### src/rtl/vlb_ttw_mux_pkg.sv
// Shared types and helpers for the VLB-to-walker multiplexer (package vlb_pkg).
package vlb_pkg;

    typedef logic [1:0] vlb_kill_t;
    localparam int KILL_DROP  = 0;
    localparam int KILL_FLUSH = 1;

    localparam int TTW_MW = 52;
    localparam int TTW_AW = 8;

    typedef struct packed {
        logic              vld;
        logic              err;
        logic [TTW_MW-1:0] mpn;
        logic [TTW_AW-1:0] attr;
    } ttw_res_t;

    function automatic int chan_w(input int n);
        return $clog2(n);
    endfunction

endpackage

### src/rtl/vlb_ttw_mux_if.sv
// Walker-side bus: request handshake, kill, busy and result fields.
interface vlb_ttw_mux_if #(
    parameter int IDXW = 6,
    parameter int VW   = 52,
    parameter int MW   = 52,
    parameter int AW   = 8
);
    logic            req_valid;
    logic            req_ready;
    logic [IDXW-1:0] req_idx;
    logic [VW-1:0]   req_vpn;
    logic [2:0]      kill;
    logic            busy;
    logic            res_valid;
    logic [IDXW-1:0] res_idx;
    logic            res_vld;
    logic            res_err;
    logic [MW-1:0]   res_mpn;
    logic [AW-1:0]   res_attr;

    modport master (
        output req_valid, req_idx, req_vpn, kill,
        input  req_ready, busy, res_valid, res_idx, res_vld, res_err, res_mpn, res_attr
    );

    modport slave (
        input  req_valid, req_idx, req_vpn, kill,
        output req_ready, busy, res_valid, res_idx, res_vld, res_err, res_mpn, res_attr
    );
endinterface

### src/rtl/vlb_ttw_mux_chk.sv
// Property checker for vlb_ttw_mux: walker tags must name an existing channel.
module vlb_ttw_mux_chk #(
    parameter int N_CH = 2,
    parameter int CW   = 1
) (
    input logic          clock,
    input logic          reset,
    input logic          res_valid_i,
    input logic          busy_i,
    input logic [CW-1:0] tag_i
);

    a_tag_in_range: assert property (
        @(posedge clock) disable iff (reset)
        (res_valid_i || busy_i) |-> (int'(tag_i) < N_CH)
    );

endmodule

### src/rtl/vlb_ttw_mux_rr_arb.sv
// Round-robin arbiter (module vlb_rr_arb) with one-hot grant that stays locked
// while the granted request is stalled, unless that request is withdrawn.
module vlb_rr_arb
    import vlb_pkg::*;
#(
    parameter int  N  = 2,
    localparam int CW = chan_w(N)
) (
    input  logic          clock,
    input  logic          reset,
    input  logic [N-1:0]  req_i,
    input  logic          advance_i,
    input  logic          hold_i,
    output logic [N-1:0]  grant_o,
    output logic [CW-1:0] grant_idx_o
);

    logic [CW-1:0] ptr_q;
    logic [CW-1:0] ptr_d;
    logic          lock_q;
    logic [CW-1:0] lock_idx_q;
    logic [N-1:0]  grant_s;
    logic [CW-1:0] gidx_s;
    logic          found_s;
    logic [CW:0]   sum_s;
    logic [CW-1:0] cand_s;

    // Grant selection: locked winner first, otherwise first request at or after ptr.
    always_comb begin
        grant_s = '0;
        gidx_s  = '0;
        found_s = 1'b0;
        sum_s   = '0;
        cand_s  = '0;
        if (lock_q && req_i[lock_idx_q]) begin
            grant_s[lock_idx_q] = 1'b1;
            gidx_s              = lock_idx_q;
        end else begin
            for (int k = 0; k < N; k++) begin
                sum_s = {1'b0, ptr_q} + (CW+1)'(k);
                if (sum_s >= (CW+1)'(N)) begin
                    sum_s = sum_s - (CW+1)'(N);
                end else begin
                    sum_s = sum_s;
                end
                cand_s = sum_s[CW-1:0];
                if (!found_s && req_i[cand_s]) begin
                    grant_s[cand_s] = 1'b1;
                    gidx_s          = cand_s;
                    found_s         = 1'b1;
                end else begin
                    found_s = found_s;
                end
            end
        end
    end

    // Pointer moves one past the winner on a completed handshake.
    always_comb begin
        if (!advance_i) begin
            ptr_d = ptr_q;
        end else if (gidx_s == CW'(N-1)) begin
            ptr_d = '0;
        end else begin
            ptr_d = gidx_s + CW'(1);
        end
    end

    // Pointer and grant-lock state.
    always_ff @(posedge clock or posedge reset) begin
        if (reset) begin
            ptr_q      <= '0;
            lock_q     <= 1'b0;
            lock_idx_q <= '0;
        end else begin
            ptr_q      <= ptr_d;
            lock_q     <= hold_i;
            lock_idx_q <= gidx_s;
        end
    end

    assign grant_o     = grant_s;
    assign grant_idx_o = gidx_s;

endmodule

### src/rtl/vlb_ttw_mux.sv
// Shares one translation-table walker among N_CH VLB miss channels.
// Optional performance counters are built when VLB_MUX_PERF_EN is defined.
module vlb_ttw_mux
    import vlb_pkg::*;
#(
    parameter int  N_CH = 2,
    parameter int  IW   = 5,
    parameter int  VW   = 52,
    parameter int  MW   = 52,
    parameter int  AW   = 8,
    localparam int CW   = chan_w(N_CH)
) (
    input  logic               clock,
    input  logic               reset,
    input  logic [N_CH-1:0]    ch_req_valid_i,
    output logic [N_CH-1:0]    ch_req_ready_o,
    input  logic [N_CH*IW-1:0] ch_req_idx_i,
    input  logic [N_CH*VW-1:0] ch_req_vpn_i,
    input  logic [N_CH*2-1:0]  ch_kill_i,
    vlb_ttw_mux_if.master      ttw,
    output logic [N_CH-1:0]    ch_res_valid_o,
    output logic [IW-1:0]      ch_res_idx_o,
    output logic               ch_res_vld_o,
    output logic               ch_res_err_o,
    output logic [MW-1:0]      ch_res_mpn_o,
    output logic [AW-1:0]      ch_res_attr_o,
    output logic [N_CH-1:0]    ch_busy_o,
    output logic [N_CH*32-1:0] perf_grant_o,
    output logic [N_CH*32-1:0] perf_stall_o
);

    logic [N_CH-1:0] full_q, full_d;
    logic [N_CH-1:0] flush_q, flush_d;
    logic [IW-1:0]   idx_q [N_CH];
    logic [IW-1:0]   idx_d [N_CH];
    logic [VW-1:0]   vpn_q [N_CH];
    logic [VW-1:0]   vpn_d [N_CH];

    vlb_kill_t       kill_s [N_CH];
    logic [N_CH-1:0] kill_drop_s;
    logic [N_CH-1:0] kill_flush_s;
    logic            flush_all_s;
    logic            kill_any_s;
    logic [N_CH-1:0] arb_req_s;
    logic [N_CH-1:0] grant_s;
    logic [CW-1:0]   grant_idx_s;
    logic            req_valid_s;
    logic            handshake_s;
    logic [N_CH-1:0] ready_s;
    logic [N_CH-1:0] load_s;
    logic [IW-1:0]   req_idx_s;
    logic [VW-1:0]   req_vpn_s;
    logic [CW-1:0]   res_tag_s;

    // Unpack per-channel kill pairs.
    always_comb begin
        for (int i = 0; i < N_CH; i++) begin
            kill_s[i]       = ch_kill_i[2*i +: 2];
            kill_drop_s[i]  = kill_s[i][KILL_DROP];
            kill_flush_s[i] = kill_s[i][KILL_FLUSH];
        end
    end

    // A flush reaches the walker only once every channel has asked for it.
    assign flush_all_s = &(kill_flush_s | flush_q);
    assign kill_any_s  = |kill_drop_s;
    assign arb_req_s   = full_q & ~kill_drop_s & {N_CH{~flush_all_s}};

    vlb_rr_arb #(.N(N_CH)) u_arb (
        .clock       (clock),
        .reset       (reset),
        .req_i       (arb_req_s),
        .advance_i   (handshake_s),
        .hold_i      (req_valid_s & ~ttw.req_ready),
        .grant_o     (grant_s),
        .grant_idx_o (grant_idx_s)
    );

    assign req_valid_s = |grant_s;
    assign handshake_s = req_valid_s & ttw.req_ready;

    // Walker request fields from the one-hot granted slot.
    always_comb begin
        req_idx_s = '0;
        req_vpn_s = '0;
        for (int i = 0; i < N_CH; i++) begin
            req_idx_s = req_idx_s | (idx_q[i] & {IW{grant_s[i]}});
            req_vpn_s = req_vpn_s | (vpn_q[i] & {VW{grant_s[i]}});
        end
    end

    assign ttw.req_valid = req_valid_s;
    assign ttw.req_idx   = {grant_idx_s, req_idx_s};
    assign ttw.req_vpn   = req_vpn_s;
    assign ttw.kill      = {flush_all_s, flush_all_s, kill_any_s};

    assign ready_s        = (~full_q | (grant_s & {N_CH{ttw.req_ready}})) &
                            ~kill_drop_s & {N_CH{~flush_all_s}};
    assign load_s         = ch_req_valid_i & ready_s;
    assign ch_req_ready_o = ready_s;

    // Slot and flush-request next state; kill outranks load, load outranks drain.
    always_comb begin
        for (int i = 0; i < N_CH; i++) begin
            idx_d[i] = idx_q[i];
            vpn_d[i] = vpn_q[i];
            if (flush_all_s || kill_drop_s[i]) begin
                full_d[i] = 1'b0;
            end else if (load_s[i]) begin
                full_d[i] = 1'b1;
                idx_d[i]  = ch_req_idx_i[i*IW +: IW];
                vpn_d[i]  = ch_req_vpn_i[i*VW +: VW];
            end else if (grant_s[i] && ttw.req_ready) begin
                full_d[i] = 1'b0;
            end else begin
                full_d[i] = full_q[i];
            end
            if (flush_all_s) begin
                flush_d[i] = 1'b0;
            end else begin
                flush_d[i] = flush_q[i] | kill_flush_s[i];
            end
        end
    end

    // Slot storage and pending flush requests.
    always_ff @(posedge clock or posedge reset) begin
        if (reset) begin
            full_q  <= '0;
            flush_q <= '0;
            for (int i = 0; i < N_CH; i++) begin
                idx_q[i] <= '0;
                vpn_q[i] <= '0;
            end
        end else begin
            full_q  <= full_d;
            flush_q <= flush_d;
            idx_q   <= idx_d;
            vpn_q   <= vpn_d;
        end
    end

    assign res_tag_s = ttw.res_idx[IW +: CW];

    // Route result valid and busy to the channel named by the tag.
    always_comb begin
        for (int i = 0; i < N_CH; i++) begin
            ch_res_valid_o[i] = ttw.res_valid & (res_tag_s == CW'(i));
            ch_busy_o[i]      = ttw.busy & (res_tag_s == CW'(i));
        end
    end

    assign ch_res_idx_o  = ttw.res_idx[IW-1:0];
    assign ch_res_vld_o  = ttw.res_vld;
    assign ch_res_err_o  = ttw.res_err;
    assign ch_res_mpn_o  = ttw.res_mpn;
    assign ch_res_attr_o = ttw.res_attr;

`ifdef VLB_MUX_PERF_EN
    logic [31:0] grant_cnt_q [N_CH];
    logic [31:0] stall_cnt_q [N_CH];

    // Per-channel handshake and stall counters, wrapping at 2^32.
    always_ff @(posedge clock or posedge reset) begin
        if (reset) begin
            for (int i = 0; i < N_CH; i++) begin
                grant_cnt_q[i] <= 32'd0;
                stall_cnt_q[i] <= 32'd0;
            end
        end else begin
            for (int i = 0; i < N_CH; i++) begin
                if (grant_s[i] && handshake_s) begin
                    grant_cnt_q[i] <= grant_cnt_q[i] + 32'd1;
                end
                if (full_q[i] && !(grant_s[i] && ttw.req_ready)) begin
                    stall_cnt_q[i] <= stall_cnt_q[i] + 32'd1;
                end
            end
        end
    end

    // Flatten counters onto the perf buses.
    always_comb begin
        for (int i = 0; i < N_CH; i++) begin
            perf_grant_o[i*32 +: 32] = grant_cnt_q[i];
            perf_stall_o[i*32 +: 32] = stall_cnt_q[i];
        end
    end
`else
    assign perf_grant_o = '0;
    assign perf_stall_o = '0;
`endif

    vlb_ttw_mux_chk #(.N_CH(N_CH), .CW(CW)) u_chk (
        .clock       (clock),
        .reset       (reset),
        .res_valid_i (ttw.res_valid),
        .busy_i      (ttw.busy),
        .tag_i       (res_tag_s)
    );

endmodule
### src/flat_wrapper.sv
// flat-port wrapper written by rule: the top's interface ports become plain ports
module vlb_ttw_mux_flat import vlb_pkg::*;
#(
    parameter int  N_CH = 2,
    parameter int  IW   = 5,
    parameter int  VW   = 52,
    parameter int  MW   = 52,
    parameter int  AW   = 8,
    localparam int CW   = chan_w(N_CH)
)
  (clock, reset, ch_req_valid_i, ch_req_ready_o, ch_req_idx_i, ch_req_vpn_i, ch_kill_i, ch_res_valid_o, ch_res_idx_o, ch_res_vld_o, ch_res_err_o, ch_res_mpn_o, ch_res_attr_o, ch_busy_o, perf_grant_o, perf_stall_o, ttw_req_valid, ttw_req_idx, ttw_req_vpn, ttw_kill, ttw_req_ready, ttw_busy, ttw_res_valid, ttw_res_idx, ttw_res_vld, ttw_res_err, ttw_res_mpn, ttw_res_attr);
  vlb_ttw_mux_if #(.VW(VW), .MW(MW), .AW(AW)) ttw_i ();
  input  logic clock;
  input  logic reset;
  input  logic [N_CH-1:0] ch_req_valid_i;
  output logic [N_CH-1:0] ch_req_ready_o;
  input  logic [N_CH*IW-1:0] ch_req_idx_i;
  input  logic [N_CH*VW-1:0] ch_req_vpn_i;
  input  logic [N_CH*2-1:0] ch_kill_i;
  output logic [N_CH-1:0] ch_res_valid_o;
  output logic [IW-1:0] ch_res_idx_o;
  output logic ch_res_vld_o;
  output logic ch_res_err_o;
  output logic [MW-1:0] ch_res_mpn_o;
  output logic [AW-1:0] ch_res_attr_o;
  output logic [N_CH-1:0] ch_busy_o;
  output logic [N_CH*32-1:0] perf_grant_o;
  output logic [N_CH*32-1:0] perf_stall_o;
  output wire logic [$bits(ttw_i.req_valid)-1:0] ttw_req_valid;
  output wire logic [$bits(ttw_i.req_idx)-1:0] ttw_req_idx;
  output wire logic [$bits(ttw_i.req_vpn)-1:0] ttw_req_vpn;
  output wire logic [$bits(ttw_i.kill)-1:0] ttw_kill;
  input wire logic [$bits(ttw_i.req_ready)-1:0] ttw_req_ready;
  input wire logic [$bits(ttw_i.busy)-1:0] ttw_busy;
  input wire logic [$bits(ttw_i.res_valid)-1:0] ttw_res_valid;
  input wire logic [$bits(ttw_i.res_idx)-1:0] ttw_res_idx;
  input wire logic [$bits(ttw_i.res_vld)-1:0] ttw_res_vld;
  input wire logic [$bits(ttw_i.res_err)-1:0] ttw_res_err;
  input wire logic [$bits(ttw_i.res_mpn)-1:0] ttw_res_mpn;
  input wire logic [$bits(ttw_i.res_attr)-1:0] ttw_res_attr;
  assign ttw_req_valid = ttw_i.req_valid;
  assign ttw_req_idx = ttw_i.req_idx;
  assign ttw_req_vpn = ttw_i.req_vpn;
  assign ttw_kill = ttw_i.kill;
  assign ttw_i.req_ready = ttw_req_ready;
  assign ttw_i.busy = ttw_busy;
  assign ttw_i.res_valid = ttw_res_valid;
  assign ttw_i.res_idx = ttw_res_idx;
  assign ttw_i.res_vld = ttw_res_vld;
  assign ttw_i.res_err = ttw_res_err;
  assign ttw_i.res_mpn = ttw_res_mpn;
  assign ttw_i.res_attr = ttw_res_attr;
  vlb_ttw_mux #(.N_CH(N_CH), .IW(IW), .VW(VW), .MW(MW), .AW(AW)) u_core (.clock(clock), .reset(reset), .ch_req_valid_i(ch_req_valid_i), .ch_req_ready_o(ch_req_ready_o), .ch_req_idx_i(ch_req_idx_i), .ch_req_vpn_i(ch_req_vpn_i), .ch_kill_i(ch_kill_i), .ttw(ttw_i), .ch_res_valid_o(ch_res_valid_o), .ch_res_idx_o(ch_res_idx_o), .ch_res_vld_o(ch_res_vld_o), .ch_res_err_o(ch_res_err_o), .ch_res_mpn_o(ch_res_mpn_o), .ch_res_attr_o(ch_res_attr_o), .ch_busy_o(ch_busy_o), .perf_grant_o(perf_grant_o), .perf_stall_o(perf_stall_o));
endmodule
### config.mk
export PLATFORM = sky130hd
export DESIGN_NAME = vlb_ttw_mux_flat
export DESIGN_NICKNAME = d
export VERILOG_FILES = /design/src/rtl/vlb_ttw_mux_pkg.sv /design/src/rtl/vlb_ttw_mux_if.sv /design/src/rtl/vlb_ttw_mux_chk.sv /design/src/rtl/vlb_ttw_mux_rr_arb.sv /design/src/rtl/vlb_ttw_mux.sv /design/src/flat_wrapper.sv
export SDC_FILE = /design/constraint.sdc
export NUM_CORES = 1
export LEC_CHECK = 0
export CAP_MARGIN = 20
export CORE_AREA = 4 4 174 176
export DETAILED_ROUTE_END_ITERATION = 12
export DIE_AREA = 0 0 178 180
export PLACE_DENSITY_LB_ADDON = 0.2
export SLEW_MARGIN = 30
export SYNTH_ARGS = -nofsm -noshare
export SYNTH_HDL_FRONTEND = slang
export SYNTH_SLANG_ARGS = --single-unit
### constraint.sdc
create_clock -name clock -period 6.94 [get_ports clock]
set_input_delay 1.735 -clock clock [delete_from_list [all_inputs] [get_ports clock]]
set_output_delay 1.735 -clock clock [all_outputs]
set_load 0.005 [all_outputs]
## After elaboration in Yosys (flattened, before gate mapping)

Cells that the tools add are included.

- Register bits after elaboration: 121
- Input bits: 193
- Output and inout port bits: 263
- Word-level logic and storage cells: 103

- $add $sub $neg: 4
- Magnitude comparators: 8
- Muxes and demuxes: 34
- Bitwise operators: 30
- Reductions and logical operators: 17

Operator list:

| operator | number |
|---|---|
| $and 52x52->52 | 2 |
| $or 52x52->52 | 1 |
| $mux 1 | 27 |
| $and 2x2->2 | 6 |
| $and 5x5->5 | 2 |
| $mux 2 | 4 |
| $logic_and 1x1->1 | 7 |
| $and 1x1->1 | 6 |
| $lt 1x2->1 const B | 3 |
| $or 2x2->2 | 3 |
| $reduce_and 2->1 | 3 |
| $reduce_bool 3->1 | 2 |
| $not 1->1 | 5 |
| $or 5x5->5 | 1 |
| $not 2->2 | 2 |
| $reduce_or 2->1 | 2 |
| $demux 1 s1 | 3 |
| $ge 1x1->1 const B | 3 |
| $add 1x1->2 const B | 1 |
| $ge 1x2->1 const B | 1 |
| $ge 2x2->1 const B | 1 |
| $logic_or 1x1->1 | 2 |
| $or 1x1->1 | 2 |
| $sub 1x1->1 const B | 2 |
| other kinds (2) | 2 |

## Logic depth before layout (Yosys ltp)

Gate-level depths: netlist of the first run.

- Depth after elaboration: 24
- Gate-level depth with buffers: 7

## Cells and area by module

From an unflattened synthesis of the first run, not the netlist that was laid out.

- Cell total of the unflattened synthesis: 552
- Area, all modules: 6,730.2 µm²

Modules (own cells, without submodules):

| module | times used | cells each | area each (µm²) | seq. area each (µm²) |
|---|---|---|---|---|
| vlb_ttw_mux | 1 | 538 | 6,576.3 | 2,952.8 |
| vlb_rr_arb | 1 | 14 | 153.9 | 75.1 |

## Worst setup path before layout of the first run

Ideal clock, no wire load.

- Path type: input to output
- Start: in ch_kill_i[3]
- End: out ttw_req_vpn[37]
- Data arrival time: 3,084 ps
- Path slack: 2,121 ps
- Cell stages on the path: 7
- Path through: o22ai_1 inv_2 or3_1 a21oi_2 buf_4 buf_4 a22o_1

- Word-level cells in the longest chain between the ends: 14
- Elaborated cells between the ends (all ways): 23
- Those cells by class: 12 x mux; 7 x bitwise; 4 x reduce/logical

Ends and longest elaborated chain:

| what | RTL line | RTL |
|---|---|---|
| from (decl) | flat_wrapper.sv:19 | `input logic [N_CH*2-1:0] ch_kill_i;` |
| $or 2x2->2 (*) | vlb_ttw_mux.sv:65 | `assign flush_all_s = &(kill_flush_s \| flush_q);` |
| $reduce_and 2->1 (*) | vlb_ttw_mux.sv:65 |  |
| via u_core.flush_all_s | vlb_ttw_mux.sv:42 | `logic flush_all_s;` |
| $not 1->1 (*) | vlb_ttw_mux.sv:67 | `assign arb_req_s = full_q & ~kill_drop_s & {N_CH{~flush_all_s}};` |
| $and 2x2->2 (*) | vlb_ttw_mux.sv:67 |  |
| $mux 1 (implied by the code) (2 in a row) | vlb_ttw_mux_rr_arb.sv:47 | `if (!found_s && req_i[cand_s]) begin` |
| $mux 1 | vlb_ttw_mux_rr_arb.sv:47 |  |
| $mux 1 | vlb_ttw_mux_rr_arb.sv:35 | `if (lock_q && req_i[lock_idx_q]) begin` |
| $logic_not 1->1 | vlb_ttw_mux_rr_arb.sv:47 |  |
| $logic_and 1x1->1 | vlb_ttw_mux_rr_arb.sv:47 |  |
| $mux 2 | vlb_ttw_mux_rr_arb.sv:47 |  |
| $mux 2 (*) | vlb_ttw_mux_rr_arb.sv:35 |  |
| $and 52x52->52 | vlb_ttw_mux.sv:88 | `req_vpn_s = req_vpn_s \| (vpn_q[i] & {VW{grant_s[i]}});` |
| $or 52x52->52 (*) | vlb_ttw_mux.sv:88 |  |
| to (decl) | flat_wrapper.sv:31 | `output wire logic [$bits(ttw_i.req_vpn)-1:0] ttw_req_vpn;` |

Mark *: on every way through the listed nets, which the timed path passes. The rest lies on a longest branch. The select of a mux whose other input is x is not followed.

## Worst setup path after layout of the first run

- Start: in ch_kill_i[1]
- End: out ttw_req_vpn[17]

- Word-level cells in the longest chain between the ends: 14
- Elaborated cells between the ends (all ways): 23
- Those cells by class: 12 x mux; 7 x bitwise; 4 x reduce/logical

Ends and longest elaborated chain:

| what | RTL line |
|---|---|
| $or 2x2->2 (*) | vlb_ttw_mux.sv:65 |
| $reduce_and 2->1 (*) | vlb_ttw_mux.sv:65 |
| $not 1->1 (*) | vlb_ttw_mux.sv:67 |
| $and 2x2->2 (*) | vlb_ttw_mux.sv:67 |
| $mux 1 (implied by the code) (2 in a row) | vlb_ttw_mux_rr_arb.sv:47 |
| $mux 1 | vlb_ttw_mux_rr_arb.sv:47 |
| $mux 1 | vlb_ttw_mux_rr_arb.sv:35 |
| $logic_not 1->1 | vlb_ttw_mux_rr_arb.sv:47 |
| $logic_and 1x1->1 | vlb_ttw_mux_rr_arb.sv:47 |
| $mux 2 | vlb_ttw_mux_rr_arb.sv:47 |
| $mux 2 (*) | vlb_ttw_mux_rr_arb.sv:35 |
| $and 52x52->52 | vlb_ttw_mux.sv:88 |
| $or 52x52->52 (*) | vlb_ttw_mux.sv:88 |

Every way passes the cells marked *; elsewhere a longest branch is shown, timed or not. The select of a mux whose other input is x is not followed.

==> results of run 1 <==
-- final cells by class --
cell class | instances | share of cell area
Clock inverter | 14 | 0.0241
Tap cell | 384 | 0.0553
Multi-Input combinational cell | 330 | 0.290
Sequential cell | 121 | 0.349
Inverter | 4 | 0.00202
Timing Repair Buffer | 201 | 0.231
Clock buffer | 17 | 0.0490
-- cell families after synthesis --
kind of cell / Yosys count / synth area share
other: 1 / 0.000558
AND/OR/NAND/NOR: 16 / 0.0128
flip-flops: 121 / 0.450
multiplexers: 115 / 0.194
buffers and inverters: 227 / 0.247
AO/OA/AOI/OAI: 71 / 0.0947
-- per-stage QoR --
stage	setup WS (ps)	cell area, µm²	total power [W]	util
6_report	819	8680	0.00233	0.303
2_1_floorplan	1990	7200	0.00125	-
4_1_cts	795	8680	0.00237	0.303
3_3_place_gp	796	8050	0.00137	0.281
5_1_grt	726	8680	0.00245	0.303
3_5_place_dp	795	8050	0.00136	0.281
-- state kept, by name, summed over array words and instances, names as in the netlist --
register                 flops
u_core.flush_q               2
u_core.full_q                2
u_core.idx_q                10
u_core.u_arb.lock_idx_q      1
u_core.u_arb.lock_q          1
u_core.u_arb.ptr_q           1
u_core.vpn_q               104
-- critical path, delay by kind of cell --
family                 cells  cell delay (ps)
buffers and inverters      4             1550
and+or+nand+nor            1              410
AOI/OAI and AO/OA          3              680
-- worst paths after layout --
kind / depth (start not counted) / end / slack (ps)
worst min register to register: 1 / u_core.flush_q[1]$_DFF_PP0_ / 460
worst max-delay path: 8 / ttw_req_vpn[17] / 820
max in group asynchronous: 3 / u_core.vpn_q[86]$_DFFE_PP0P_ / 4160
min in group asynchronous: 2 / u_core.vpn_q[62]$_DFFE_PP0P_ / 1740
worst max register to register: 5 / u_core.vpn_q[20]$_DFFE_PP0P_ / 4320
worst min-delay path: 1 / u_core.flush_q[1]$_DFF_PP0_ / 460
-- power by group --
part | total [W] | switching (W) | leakage (nW) | internal, W
combinational | 0.000380 | 0.000139 | 1.94 | 0.000241
sequential | 0.000968 | 0.0000975 | 1.44 | 0.000870
clock | 0.000981 | 0.000370 | 0.308 | 0.000611
total | 0.00233 | 0.000606 | 3.68 | 0.00172
-- placed cells by master, fill, tap and decap left out, drive strengths merged, types with 2 or more instances in the layout --
master / synthesis / routed
a21oi: 4 / 4
a22o: 57 / 57
and2: 2 / 2
buf: 219 / 8
bufinv: 0 / 4
clkbuf: 4 / 17
clkdlybuf4s50: 0 / 193
clkinv: 0 / 2
conb: 1 / 128
dfrtp: 121 / 121
inv: 4 / 11
mux2: 114 / 114
nand2: 2 / 2
nor2: 3 / 3
nor2b: 4 / 4
nor3: 2 / 2
o21a: 2 / 2
-- routing by layer --
metal | global-route usage | vias up | share of wire
met5 | 0 | - | 0.0012
met4 | 0.0260 | 4 | 0.0074
met3 | 0.0664 | 14 | 0.13
met2 | 0.201 | 264 | 0.48
met1 | 0.144 | 2040 | 0.38
li1 | - | 1834 | -
==> summary.md, run 1 <==
| Metric | Value |
|---|---|
| Outcome | `finished clean` |
| Hold path start | `u_core.flush_q[0]$_DFF_PP0_` |
| Skew final | `14.4 ps` |
| Synth async-reset ratio | `1.00` |
| Detailed Route Iter0 Violations | `138` |
| Inst Count DP | `1040` |
| Max VDD drop | `0.104 mV` |
| Max stage delay on crit path | `540 ps` |
| RR Startpoint | `u_core.full_q[0]$_DFFE_PP0P_` |
| Die X | `178 µm` |
| Clk_lat worst skew | `410 ps` |
| Setup crit end kind | `output port` |
| Post-synth EDFFs | `0` |
| Post-cts sizing count | `0` |
| Req. time, crit path | `5200 ps` |
| CP Class | `in -> out` |
| Routed wire length per instance | `19.1 µm` |
| Drt first pass iters | `4` |
| Layout Nets | `868` |
| Final period utilization | `0.882` |
| Setup bufs post-CTS | `0` |
| Clk buf depth | `2` |
| Antenna viol nets, final | `0` |
| Initial antenna violation count | `2` |
| Area Growth Syn to Fin | `29.2%` |
| Vias | `4156` |
| Site Rows | `62` |
| RSZ-0062 raised after global routing | `false` |
| Total core area | `28600 µm²` |
| Netlist cell types | `31` |
| Final Critical Period | `6120 ps` |
| P per Cell Area | `268 nW/µm²` |
| Multi-input logic area | `2520 µm²` |
| CTS tree | `done` |
| Endpoints failing setup | `0` |
| Relative slew slack | `0.409` |
| Top-count cell post-synth | `buf_4` |
| Setup TNS | `0 ps` |
| Dominant cell type by area after synthesis | `dfrtp_1` |
| Slew @ Worst Pin | `886 ps` |
| Clock transition at path regs | `60 ps` |
| Total GRT Usage | `0.123` |
| # port buffers | `193` |
| First-pass GRT wire length | `29200 µm` |
| Drt drc | `0` |
| Cells after Synth | `551` |
| Slowest-stage cell, CP | `clkdlybuf4s50_1` |
| Worst EP arrival | `4390 ps` |
| Number of max-cap violations | `0` |
| Die area | `32000 µm²` |
| Synth cell count leaders | `buf_4, dfrtp_1, mux2_2` |
| Post-DP HPWL | `15000 µm` |
| Number of vias per cell | `3.88` |
| Worst hold-check path type | `reg -> reg` |
| Clock sink count | `121` |
| Root buffer cell | `clkbuf_16` |
| Final Hold Fails | `0` |
| Hold_buf cts | `0` |
| Synth Register Bits | `121` |
| Synth warn | `0` |
| Largest net degree at the start of global routing | `58` |
| Hold Slack | `463 ps` |
| Worst-path fanout max | `36` |
| Layout fillers | `2943` |
| Main flop type after synthesis | `dfrtp_1` |
| Seq. cell area | `3030 µm²` |
| Seq/Total Area, Yosys | `0.450` |
| Final wirelength | `20400 µm` |
| CP startpoint kind | `primary input` |
| GPL Wtd Cong | `0.722` |
| Leakage | `3.68 nW` |
| Initial Util | `0.235` |
| Share of layout cells above drive strength 1 | `0.192` |
| Vias in the first global route | `4293` |
| I/O pin cnt | `456` |
| Final global-route overflow total | `0` |
| Top post-synthesis cells by area | `dfrtp_1, buf_4, mux2_2` |
| Area share of the largest cell type after synthesis | `0.450` |
| Achievable frequency | `163 MHz` |
| H-tree depth | `4` |
| Final Non-Filler Cells | `1071` |
| Syn_area_per_cell | `12.2 µm²` |
| Critical path launch point | `ch_kill_i[1]` |
| CTS Buf Count | `17` |
| Die height | `180 µm` |
| Critical Path Most Common Cell | `clkdlybuf4s50_1` |
| Post-Syn Area | `6720 µm²` |
| Cell chain of the critical path | `clkdlybuf4s50_1, o22ai_1, inv_2, or3_1, a21oi_4, buf_4, a22o_1, clkdlybuf4s50_1` |
| Inserted Diodes | `0` |
| Slew Limit Fails | `0` |
Power figures use the tool's default switching activity.
==> inputs of run 2 (changes only) <==
--- a/config.mk
+++ b/config.mk
@@ -13,4 +13,5 @@
 export SLEW_MARGIN = 30
 export SYNTH_ARGS = -nofsm -noshare
 export SYNTH_HDL_FRONTEND = slang
+export SYNTH_HIERARCHICAL = 1
 export SYNTH_SLANG_ARGS = --single-unit
==> constraint.sdc (replaced) <==
create_clock -name clock -period 5.3 [get_ports clock]
set_input_delay 1.325 -clock clock [delete_from_list [all_inputs] [get_ports clock]]
set_output_delay 1.325 -clock clock [all_outputs]
set_load 0.005 [all_outputs]
==> summary.md, run 2 <==
| Metric | Value |
|---|---|
| Final period utilization | `0.958` |
| Seq. cell area | `3030 µm² (unchanged)` |
| I/O pin cnt | `456 (unchanged)` |
| Inserted Diodes | `0 (unchanged)` |
| Leakage | `3.72 nW (+0.91%)` |
| Most frequent cells in the layout | `clkdlybuf4s50_1, conb_1, dfrtp_1` |
| Total GRT Usage | `0.123 (+0.000247)` |
| Bufs and invs on worst path | `3 (-1)` |
| Root buffer cell | `clkbuf_16` |
| Cells after Synth | `552 (+0.18%)` |
| Setup bufs post-CTS | `0 (unchanged)` |
| Setup TNS | `0 ps (unchanged)` |
| Worst-path fanout max | `11 (-69%)` |
| Synth async-reset ratio | `1.00 (unchanged)` |
| Slew @ Worst Pin | `835 ps (-51.1 ps)` |
| P per Cell Area | `350 nW/µm² (+31%)` |
| Routed wire length per instance | `19.0 µm (-0.49%)` |
| Max VDD drop | `0.141 mV (+36%)` |
| Worst hold-check path type | `reg -> reg` |
| Clk buf depth | `2 (unchanged)` |
| Layout fillers | `2930 (-0.44%)` |
| Worst R2R Setup Slack | `2430 ps (-1890 ps)` |
| Die height | `180 µm (unchanged)` |
| Top post-synthesis cells by area | `dfrtp_1, buf_4, mux2_1` |
| First-pass GRT wire length | `29500 µm (+1.0%)` |
| Slowest-stage cell, CP | `clkdlybuf4s50_1` |
| Vias | `4106 (-1.2%)` |
| Total core area | `28600 µm² (unchanged)` |
| Switching share of power | `0.258 (-0.00190)` |
| Post-DP HPWL | `15200 µm (+1.2%)` |
| CP Class | `in -> out` |
| Layout Nets | `876 (+0.92%)` |
| Syn_area_per_cell | `12.2 µm² (about the same)` |
| Delay-heaviest family, CP | `buffers and inverters` |
| Number of vias per cell | `3.80 (-2.0%)` |
| Antenna viol nets, final | `0 (unchanged)` |
| Worst EP arrival | `3750 ps (-640 ps)` |
| Final wirelength | `20500 µm (+0.34%)` |
| Post-synth EDFFs | `0 (unchanged)` |
| Detailed Route Iter0 Violations | `119 (-14%)` |
| Req. time, crit path | `3970 ps (-1230 ps)` |
| Synth cell count leaders | `buf_4, dfrtp_1, mux2_1` |
| Netlist cell types | `25 (-19%)` |
| Synth Register Bits | `121 (unchanged)` |
| Inst Count DP | `1048 (+0.77%)` |
| CP startpoint kind | `primary input` |
| Share of layout cells above drive strength 1 | `0.158 (-0.0341)` |
| Die area | `32000 µm² (unchanged)` |
| Main flop type after synthesis | `dfrtp_1` |
| Largest regs | `u_core/vpn_q (104), u_core/idx_q (10)` |
| Cell chain of the critical path | `clkdlybuf4s50_1, o22a_2, nor2_1, and2_1, o21a_2, buf_4, a21boi_1, nor3_1, clkdlybuf4s50_1` |
| Vias in the first global route | `4383 (+2.1%)` |
| Clock sink count | `121 (unchanged)` |
| Top-count cell post-synth | `buf_4` |
| Initial Util | `0.235 (+0.000262)` |
| Final Non-Filler Cells | `1080 (+0.84%)` |
| Max FFs per register | `104 (unchanged)` |
| Seq/Total Area, Yosys | `0.450 (-0.000502)` |
| Hold_buf cts | `0 (unchanged)` |
| Synth warn | `6 (+6)` |
| Area Growth Syn to Fin | `30.2%` |
| Outcome | `finished clean` |
| GPL Wtd Cong | `0.708 (-1.9%)` |
| Power Internal | `0.00228 W (+32%)` |
| Area share of the largest cell type after synthesis | `0.450 (-0.000502)` |
| Sw power | `0.000793 W (+31%)` |
| Skew final | `12.9 ps (-1.52 ps)` |
| Clk pwr share | `0.420 (about the same)` |
| RSZ-0062 raised after global routing | `false` |
| Flop pwr share | `0.415 (about the same)` |
| Multi-input logic area | `2530 µm² (+0.50%)` |
| Comb power frac | `0.165 (+0.002)` |
| Final Critical Period | `5080 ps` |
| Initial antenna violation count | `2 (unchanged)` |
| Relative slew slack | `0.443 (+0.0341)` |
| Final global-route overflow total | `0 (unchanged)` |
| Largest net degree at the start of global routing | `63 (+8.6%)` |
| H-tree depth | `4 (unchanged)` |
| Site Rows | `62 (unchanged)` |
| Commonest non-fill, non-tap cell in the layout | `clkdlybuf4s50_1` |
| Number of max-cap violations | `0 (unchanged)` |
| Critical Path Most Common Cell | `clkdlybuf4s50_1` |
| Post-cts sizing count | `0 (unchanged)` |
| Max stage delay on crit path | `560 ps (+20 ps)` |
| CTS tree | `done` |
| Finished Core Util | `0.306 (+0.00271)` |
| Post-Syn Area | `6730 µm² (+0.11%)` |
| CTS Buf Count | `17 (unchanged)` |
| Die X | `178 µm (unchanged)` |
| # port buffers | `193 (unchanged)` |
| Largest Register | `u_core/vpn_q` |
| Dominant cell type by area after synthesis | `dfrtp_1` |
| Drt first pass iters | `4 (unchanged)` |
| Setup crit end kind | `output port` |
| Achievable frequency | `197 MHz` |
| Final Hold Fails | `0 (unchanged)` |
| Clk_lat worst skew | `410 ps (about the same)` |
| Slew Limit Fails | `0 (unchanged)` |
| Drt drc | `0 (unchanged)` |
| Clock transition at path regs | `60 ps (about the same)` |
| Endpoints failing setup | `0 (unchanged)` |
-- run 2: through the flow --
| stage | power (W) | cell area, µm² | hold slack [ps] | setup WS (ps) |
|---|---|---|---|---|
| 2_1_floorplan | 0.00165 | 7210 | 432 | 846 |
| 3_3_place_gp | 0.00180 | 8120 | 453 | 234 |
| 3_5_place_dp | 0.00180 | 8120 | 460 | 199 |
| 4_1_cts | 0.00312 | 8760 | 475 | 185 |
| 5_1_grt | 0.00323 | 8760 | 500 | 34.0 |
| 6_report | 0.00307 | 8760 | 472 | 225 |
-- run 2: power by group through the flow --
stage	combinational, W	sequential [W]	clock, W
after global routing	0.000559	0.00131	0.00137
after CTS	0.000514	0.00128	0.00133
after detailed placement	0.000511	0.00129	0
after floorplan	0.000409	0.00124	0
final	0.000506	0.00127	0.00129
after global placement	0.000505	0.00130	0
-- run 2: worst paths after layout --
kind,start,end,cells after the start
worst min-delay path,u_core/flush_q[0]$_DFF_PP0_,u_core/flush_q[1]$_DFF_PP0_,1
max in group asynchronous,reset,u_core/vpn_q[19]$_DFFE_PP0P_,3
worst max-delay path,ch_kill_i[1],ch_req_ready_o[1],9
worst min register to register,u_core/flush_q[0]$_DFF_PP0_,u_core/flush_q[1]$_DFF_PP0_,1
min in group asynchronous,reset,u_core/u_arb/lock_q$_DFF_PP0_,2
worst max register to register,u_core/flush_q[0]$_DFF_PP0_,u_core/vpn_q[20]$_DFFE_PP0P_,10
-- run 2: cell families after synthesis --
family / synth area share
buf+inv: 0.247
other cells: 0.000557
mux: 0.193
flops: 0.450
simple gates: 0.0218
compound gates: 0.0881
-- run 2: final cells by class --
cell class	instances	area share
Sequential cell	121	0.346
Multi-Input combinational cell	332	0.289
Timing Repair Buffer	208	0.236
Tap cell	384	0.0548
Clock buffer	18	0.0490
Clock inverter	14	0.0239
Inverter	3	0.00157
-- run 2: routing by layer --
| metal | vias up | global-route usage | routed length [µm] | part of all wire |
|---|---|---|---|---|
| met5 | - | 0.00617 | 56 | 0.0027 |
| met4 | 6 | 0.0288 | 217 | 0.011 |
| met3 | 13 | 0.0664 | 2620 | 0.13 |
| met2 | 258 | 0.201 | 9700 | 0.47 |
| met1 | 1984 | 0.143 | 7910 | 0.39 |
| li1 | 1845 | - | - | - |
